**config.mk**
```make
export PLATFORM = sky130hd
export DESIGN_NAME = glip_uart_tx_scheduler_flat
export DESIGN_NICKNAME = d
export VERILOG_FILES = /design/src/rtl/glip_uart_tx_scheduler_pkg.sv /design/src/rtl/glip_uart_tx_scheduler_if.sv /design/src/rtl/glip_uart_tx_scheduler.sv /design/src/flat_wrapper.sv
export SDC_FILE = /design/constraint.sdc
export NUM_CORES = 1
export LEC_CHECK = 0
export ABC_AREA = 1
export CORE_ASPECT_RATIO = 0.75
export CORE_MARGIN = 5
export CORE_UTILIZATION = 35
export DETAILED_ROUTE_END_ITERATION = 7
export GPL_ROUTABILITY_DRIVEN = 0
export PLACE_DENSITY_LB_ADDON = 0.3
export SETUP_SLACK_MARGIN = 0.05
export SLEW_MARGIN = 20
export SYNTH_ARGS = -nofsm -noshare
export SYNTH_HDL_FRONTEND = slang
export SYNTH_SLANG_ARGS = --single-unit
```
**constraint.sdc**
```tcl
create_clock -name clk -period 4.1 [get_ports clk]
set_clock_uncertainty 0.05 [all_clocks]
set_input_delay 0.41 -clock clk [delete_from_list [all_inputs] [get_ports clk]]
set_output_delay 0.41 -clock clk [all_outputs]
set_load 0.05 [all_outputs]
```
**src/rtl/glip_uart_tx_scheduler_pkg.sv**
```systemverilog
// Shared definitions for the UART TX scheduler: escape byte, message prefixes,
// FSM states and message types. The receive-side decoder uses the same values.
package glip_uart_tx_scheduler_pkg;

  localparam int unsigned CREDIT_WIDTH = 14;
  localparam logic [7:0]  ESCAPE        = 8'hFE;
  localparam logic [1:0]  PREFIX_CREDIT = 2'b10;
  localparam logic [1:0]  PREFIX_CTRL   = 2'b00;

  typedef enum logic [1:0] {
    ST_IDLE,
    ST_SEND0,
    ST_SEND1,
    ST_SEND2
  } state_e;

  typedef enum logic [1:0] {
    MSG_DATA,
    MSG_DATA_ESC,
    MSG_CREDIT,
    MSG_CTRL
  } msg_e;

  // Second byte of a multi-byte message; never ESCAPE except for escaped data.
  function automatic logic [7:0] second_byte(msg_e t, logic [CREDIT_WIDTH-1:0] p);
    logic [7:0] b;
    case (t)
      MSG_CREDIT: b = {PREFIX_CREDIT, p[13:8]};
      MSG_CTRL:   b = {PREFIX_CTRL, p[5:0]};
      default:    b = ESCAPE;
    endcase
    return b;
  endfunction

endpackage

```
**src/rtl/glip_uart_tx_scheduler_if.sv**
```systemverilog
// Requester, flow-control and transmitter signals of the UART TX scheduler.
// master = scheduler side, slave = surrounding FIFO/flow-control/UART side.
interface glip_uart_tx_scheduler_if;
  import glip_uart_tx_scheduler_pkg::*;

  logic [7:0]              egress_in_data;
  logic                    egress_in_valid;
  logic                    egress_in_ready;
  logic                    credit_valid;
  logic [CREDIT_WIDTH-1:0] credit_value;
  logic                    credit_ready;
  logic                    ctrl_valid;
  logic [5:0]              ctrl_code;
  logic                    ctrl_ready;
  logic                    tx_pause;
  logic [7:0]              tx_data;
  logic                    tx_enable;
  logic                    tx_done;
  logic                    busy;
  logic                    error;

  modport master (
    input  egress_in_data, egress_in_valid, credit_valid, credit_value,
           ctrl_valid, ctrl_code, tx_pause, tx_done,
    output egress_in_ready, credit_ready, ctrl_ready, tx_data, tx_enable,
           busy, error
  );

  modport slave (
    output egress_in_data, egress_in_valid, credit_valid, credit_value,
           ctrl_valid, ctrl_code, tx_pause, tx_done,
    input  egress_in_ready, credit_ready, ctrl_ready, tx_data, tx_enable,
           busy, error
  );

endinterface

```
**src/rtl/glip_uart_tx_scheduler.sv**
```systemverilog
// Arbitrates data/credit/ctrl requests onto one UART transmitter, emitting each
// grant as an escaped byte sequence over the tx_enable/tx_done handshake.
module glip_uart_tx_scheduler
  import glip_uart_tx_scheduler_pkg::*;
(
  input  logic                      clk,
  input  logic                      rst,
  glip_uart_tx_scheduler_if.master  bus
);

  state_e                  state_q, state_d;
  msg_e                    msg_q, msg_d;
  logic [CREDIT_WIDTH-1:0] payload_q, payload_d;
  logic                    prefer_q, prefer_d;
  logic [7:0]              tx_data_q, tx_data_d;
  logic                    tx_enable_q, tx_enable_d;
  logic                    error_q, error_d;
  logic                    grant_open, gnt_data, gnt_credit, gnt_ctrl;

  always_comb begin
    state_d     = state_q;
    msg_d       = msg_q;
    payload_d   = payload_q;
    prefer_d    = prefer_q;
    tx_data_d   = tx_data_q;
    tx_enable_d = tx_enable_q;
    error_d     = error_q;

    // prefer_data forces one data slot after every non-data message.
    grant_open = (state_q == ST_IDLE) && !bus.tx_pause && !rst;
    gnt_data   = grant_open && bus.egress_in_valid &&
                 (prefer_q || !(bus.credit_valid || bus.ctrl_valid));
    gnt_credit = grant_open && bus.credit_valid && !gnt_data;
    gnt_ctrl   = grant_open && bus.ctrl_valid && !bus.credit_valid && !gnt_data;

    case (state_q)
      ST_IDLE: begin
        if (gnt_data) begin
          msg_d       = (bus.egress_in_data == ESCAPE) ? MSG_DATA_ESC : MSG_DATA;
          payload_d   = {6'b0, bus.egress_in_data};
          tx_data_d   = bus.egress_in_data;
          prefer_d    = 1'b0;
        end else if (gnt_credit) begin
          msg_d       = MSG_CREDIT;
          payload_d   = bus.credit_value;
          tx_data_d   = ESCAPE;
          prefer_d    = 1'b1;
        end else if (gnt_ctrl) begin
          msg_d       = MSG_CTRL;
          payload_d   = {8'b0, bus.ctrl_code};
          tx_data_d   = ESCAPE;
          prefer_d    = 1'b1;
        end
        if (gnt_data || gnt_credit || gnt_ctrl) begin
          state_d     = ST_SEND0;
          tx_enable_d = 1'b1;
        end
      end
      ST_SEND0: begin
        if (bus.tx_done) begin
          if (msg_q == MSG_DATA) begin
            state_d     = ST_IDLE;
            tx_enable_d = 1'b0;
          end else begin
            state_d     = ST_SEND1;
            tx_data_d   = second_byte(msg_q, payload_q);
          end
        end
      end
      ST_SEND1: begin
        if (bus.tx_done) begin
          if (msg_q == MSG_CREDIT) begin
            state_d     = ST_SEND2;
            tx_data_d   = payload_q[7:0];
          end else begin
            state_d     = ST_IDLE;
            tx_enable_d = 1'b0;
          end
        end
      end
      ST_SEND2: begin
        if (bus.tx_done) begin
          state_d     = ST_IDLE;
          tx_enable_d = 1'b0;
        end
      end
      default: begin
        state_d     = ST_IDLE;
        tx_enable_d = 1'b0;
      end
    endcase

    if (bus.tx_done && !tx_enable_q) begin
      error_d = 1'b1;
    end
  end

  always_ff @(posedge clk or posedge rst) begin
    if (rst) begin
      state_q     <= ST_IDLE;
      msg_q       <= MSG_DATA;
      payload_q   <= '0;
      prefer_q    <= 1'b0;
      tx_data_q   <= '0;
      tx_enable_q <= 1'b0;
      error_q     <= 1'b0;
    end else begin
      state_q     <= state_d;
      msg_q       <= msg_d;
      payload_q   <= payload_d;
      prefer_q    <= prefer_d;
      tx_data_q   <= tx_data_d;
      tx_enable_q <= tx_enable_d;
      error_q     <= error_d;
    end
  end

  assign bus.egress_in_ready = gnt_data;
  assign bus.credit_ready    = gnt_credit;
  assign bus.ctrl_ready      = gnt_ctrl;
  assign bus.tx_data         = tx_data_q;
  assign bus.tx_enable       = tx_enable_q;
  assign bus.busy            = (state_q != ST_IDLE);
  assign bus.error           = error_q;

endmodule

```
**src/flat_wrapper.sv**
```systemverilog
// flat-port wrapper written by rule: the top's interface ports become plain ports
module glip_uart_tx_scheduler_flat import glip_uart_tx_scheduler_pkg::*;
  (clk, rst, bus_egress_in_data, bus_egress_in_valid, bus_credit_valid, bus_credit_value, bus_ctrl_valid, bus_ctrl_code, bus_tx_pause, bus_tx_done, bus_egress_in_ready, bus_credit_ready, bus_ctrl_ready, bus_tx_data, bus_tx_enable, bus_busy, bus_error);
  glip_uart_tx_scheduler_if bus_i ();
  input  logic clk;
  input  logic rst;
  input wire logic [$bits(bus_i.egress_in_data)-1:0] bus_egress_in_data;
  input wire logic [$bits(bus_i.egress_in_valid)-1:0] bus_egress_in_valid;
  input wire logic [$bits(bus_i.credit_valid)-1:0] bus_credit_valid;
  input wire logic [$bits(bus_i.credit_value)-1:0] bus_credit_value;
  input wire logic [$bits(bus_i.ctrl_valid)-1:0] bus_ctrl_valid;
  input wire logic [$bits(bus_i.ctrl_code)-1:0] bus_ctrl_code;
  input wire logic [$bits(bus_i.tx_pause)-1:0] bus_tx_pause;
  input wire logic [$bits(bus_i.tx_done)-1:0] bus_tx_done;
  output wire logic [$bits(bus_i.egress_in_ready)-1:0] bus_egress_in_ready;
  output wire logic [$bits(bus_i.credit_ready)-1:0] bus_credit_ready;
  output wire logic [$bits(bus_i.ctrl_ready)-1:0] bus_ctrl_ready;
  output wire logic [$bits(bus_i.tx_data)-1:0] bus_tx_data;
  output wire logic [$bits(bus_i.tx_enable)-1:0] bus_tx_enable;
  output wire logic [$bits(bus_i.busy)-1:0] bus_busy;
  output wire logic [$bits(bus_i.error)-1:0] bus_error;
  assign bus_i.egress_in_data = bus_egress_in_data;
  assign bus_i.egress_in_valid = bus_egress_in_valid;
  assign bus_i.credit_valid = bus_credit_valid;
  assign bus_i.credit_value = bus_credit_value;
  assign bus_i.ctrl_valid = bus_ctrl_valid;
  assign bus_i.ctrl_code = bus_ctrl_code;
  assign bus_i.tx_pause = bus_tx_pause;
  assign bus_i.tx_done = bus_tx_done;
  assign bus_egress_in_ready = bus_i.egress_in_ready;
  assign bus_credit_ready = bus_i.credit_ready;
  assign bus_ctrl_ready = bus_i.ctrl_ready;
  assign bus_tx_data = bus_i.tx_data;
  assign bus_tx_enable = bus_i.tx_enable;
  assign bus_busy = bus_i.busy;
  assign bus_error = bus_i.error;
  glip_uart_tx_scheduler u_core (.clk(clk), .rst(rst), .bus(bus_i));
endmodule
```
==> flow_metrics.py <==
metrics = {
    "placement": {
        "place_hpwl_um": 3794,
        "numPlacedInstances": 360,
        "portBuffers": 48,
    },
    "worst_setup_path": {
        "reg2reg_from": "u_core.state_q[0]",
        "slowest_stage": "clkdlybuf4s50_1",
        "r2r_cells": 9,
        "r2r_end": "u_core.payload_q[0]",
        "path_cells": "inv_1, ha_1, nand2_1, nor2_4, inv_1, nor2_4, clkdlybuf4s50_1",
        "crit_fanout": 13,
        "cp.required_ns": 3.64,
        "endpoint_kind": "primary output",
        "slowest_delay_ns": 0.87,
        "worstPathArrival_ns": 2.52,
        "path_class": "reg2out",
        "reg2reg_slack_ns": 1.91,
        "critPathLaunchType": "flip-flop",
    },
    "die": {
        "die-area_um2": 6701,
        "die_y_um": 72.16,
        "ios": 49,
        "initial_core_util_pct": 36.39,
        "coreArea_um2": 4955,
        "row_count": 22,
        "die_w_um": 92.88,
    },
    "grt": {
        "grt.total_usage_pct": 15.25,
        "antenna_found_initial": 0,
        "grt_pass1_vias": 1690,
        "grt_remaining_overflow": 0,
        "grt_max_degree": 29,
        "grt_pass1_wl_um": 8238,
    },
    "run": {
        "drv_cap": 0,
    },
    "timing": {
        "period_minus_slack_ns": 2.981,
        "rsz0062_at_grt": "false",
        "max_freq_mhz": 335.4,
        "setup_viol": 0,
        "worstMarginPinSlew_ns": 0.5021,
        "worst_slew_margin_rel_pct": 66.42,
        "hold_violations": 0,
        "drv_slew": 0,
        "setup_tns_ns": 0,
        "period_share_pct": 72.71,
    },
    "cts": {
        "cts_tree": "yes",
        "clock_sinks": 28,
        "clock_latency_ns": 0.28,
        "root_buffer": "clkbuf_8",
        "cts_hold_buf": 0,
        "post-cts-setup-buffers": 0,
        "cts_resized": 0,
        "numCtsBuffers": 3,
        "clk_pin_slew_ns": 0.09,
        "clk_path_buf_depth": 2,
        "htreeDepth": 1,
    },
    "final_layout": {
        "layout_common_cells": "nand2_1 (104), clkdlybuf4s50_1 (47), inv_1 (30)",
        "fin_cells": 364,
        "layout_commonest_cell": "nand2_1",
        "area_growth_pct": 33.10,
        "drive_gt1_share_pct": 9.211,
        "num_antenna_cells": 0,
        "nets": 346,
        "utilization_pct": 48.43,
    },
    "power_and_ir_drop": {
        "ir_drop_uv": 370.8,
        "finalPower_mw": 1.709,
        "power.density_nw_per_um2": 712.3,
        "p_leak_nw": 1.188,
    },
    "synthesis": {
        "syn_area_um2": 1803,
        "synth_cell_types": 29,
        "synth_area_per_cell_um2": 7.043,
        "synth_fp_nets": 297,
        "yosysWarnings": 0,
        "ys_seq_area_share_pct": 38.86,
        "synthCells": 256,
        "ys_ff_latch": 28,
    },
    "worst_hold_path": {
        "min_to": "u_core.bus.error",
        "min_path_type": "reg2reg",
        "min-delay-start": "u_core.bus.tx_enable",
        "hold_path_depth": 1,
    },
    "route": {
        "wire_per_inst_um": 13.30,
        "vias": 1721,
        "via_per_inst": 4.728,
        "drc": 0,
        "finalWirelength_um": 4840,
        "detail-route-antenna-nets": 0,
        "drt_iter0_markers": 121,
        "dr.pass1.iters": 4,
    },
    "outcome": {
        "status": "completed",
    },
}
## cells by family (layout without fill, tap and decap cells)
kind of cell               after synthesis  count (layout)  synth area share, %
DFF                                     28              28                38.86
AOI/OAI and AO/OA                       30              30                9.923
and+or+nand+nor                        154             154                38.17
buffers and inverters                   38              86                8.882
adders and majority gates                6               6                4.164
## cells in the mapped netlist
| cell | instances | area [um2] |
|---|---|---|
| a21oi_1 | 5 | 25.02 |
| buf_2 | 1 | 5.000 |
| buf_4 | 2 | 15.01 |
| buf_6 | 1 | 11.26 |
| clkbuf_1 | 1 | 3.750 |
| clkinv_2 | 1 | 5.000 |
| dfrtp_1 | 28 | 700.7 |
| ha_1 | 6 | 75.07 |
| inv_1 | 30 | 112.6 |
| inv_2 | 2 | 7.510 |
| nand2_1 | 104 | 390.4 |
| nand2_2 | 4 | 25.02 |
| nand3_1 | 20 | 100.1 |
| nand3_2 | 1 | 10.01 |
| nand3b_1 | 1 | 7.510 |
| nand4_1 | 3 | 18.77 |
| nand4_2 | 1 | 12.51 |
| nor2_1 | 9 | 33.78 |
| nor2_4 | 3 | 33.78 |
| nor3_1 | 3 | 15.01 |
| nor3_4 | 1 | 16.27 |
| o21a_1 | 1 | 7.510 |
| o21ai_0 | 15 | 75.07 |
| o21ai_1 | 1 | 5.000 |
| o21ai_2 | 4 | 35.03 |
| o21bai_1 | 1 | 7.510 |
| o21bai_2 | 1 | 11.26 |
| o22ai_1 | 2 | 12.51 |
| or2_2 | 4 | 25.02 |
## area by class of cell
type | count | area (um2)
clock inverter | 1 | 30.03
tap | 60 | 75.07
clock buffer | 3 | 41.29
fill | 496 | 2555
sequential | 28 | 700.7
multi-input combinational | 190 | 942.2
timing repair buffer | 49 | 485.5
inverter | 33 | 125.1
## state kept, by name, indices dropped and copies added (netlist names)
signal                flops
u_core.bus.error          1
u_core.payload_q         14
u_core.bus.tx_enable      1
u_core.msg_q              2
u_core.bus.tx_data        8
u_core.state_q            2
## worst max-delay path, delay by kind of cell, from the launching register on
family        cells  cell delay, ns
flops             1            0.44
simple gates      3            0.50
fa+ha+maj         1            0.22
buf+inv           3            1.09
## where the power goes
| part | leakage, nW | switching (mW) | internal [mW] |
|---|---|---|---|
| sequential | 0.342 | 0.0863 | 0.404 |
| combinational | 0.810 | 0.651 | 0.350 |
| clock | 0.0357 | 0.0869 | 0.131 |
| total | 1.19 | 0.824 | 0.885 |
## worst max path at each step
stage	from	to	slack, ns	cells past startpoint
2_1_floorplan	rst	bus_ctrl_ready	1.46	5
3_3_place_gp	rst	bus_egress_in_ready	1.25	7
3_5_place_dp	rst	bus_egress_in_ready	1.25	7
4_1_cts	u_core.state_q[0]	bus_egress_in_ready	1.10	7
5_1_grt	u_core.state_q[1]	bus_egress_in_ready	0.98	7
6_report	u_core.state_q[0]	bus_egress_in_ready	1.12	7
## layer usage
metal / global-route usage, % / share of wire [%] / wire length (um) / vias to the layer above
met5: 0 / 0 / 0 / -
met4: 1.463 / 0.60 / 29 / 0
met3: 3.523 / 7.5 / 363 / 4
met2: 23.38 / 44 / 2120 / 60
met1: 22.72 / 48 / 2326 / 759
li1: - / - / - / 898
## through the flow
stage / area (um2) / worst slack, ns / hold slack, ns
after floorplan: 1803 / 1.463 / 0.3922
after global placement: 2328 / 1.248 / 0.4133
after detailed placement: 2328 / 1.248 / 0.4146
after CTS: 2400 / 1.097 / 0.4408
after global routing: 2400 / 0.9780 / 0.4709
final: 2400 / 1.119 / 0.4377
Power figures use the tool's default switching activity.
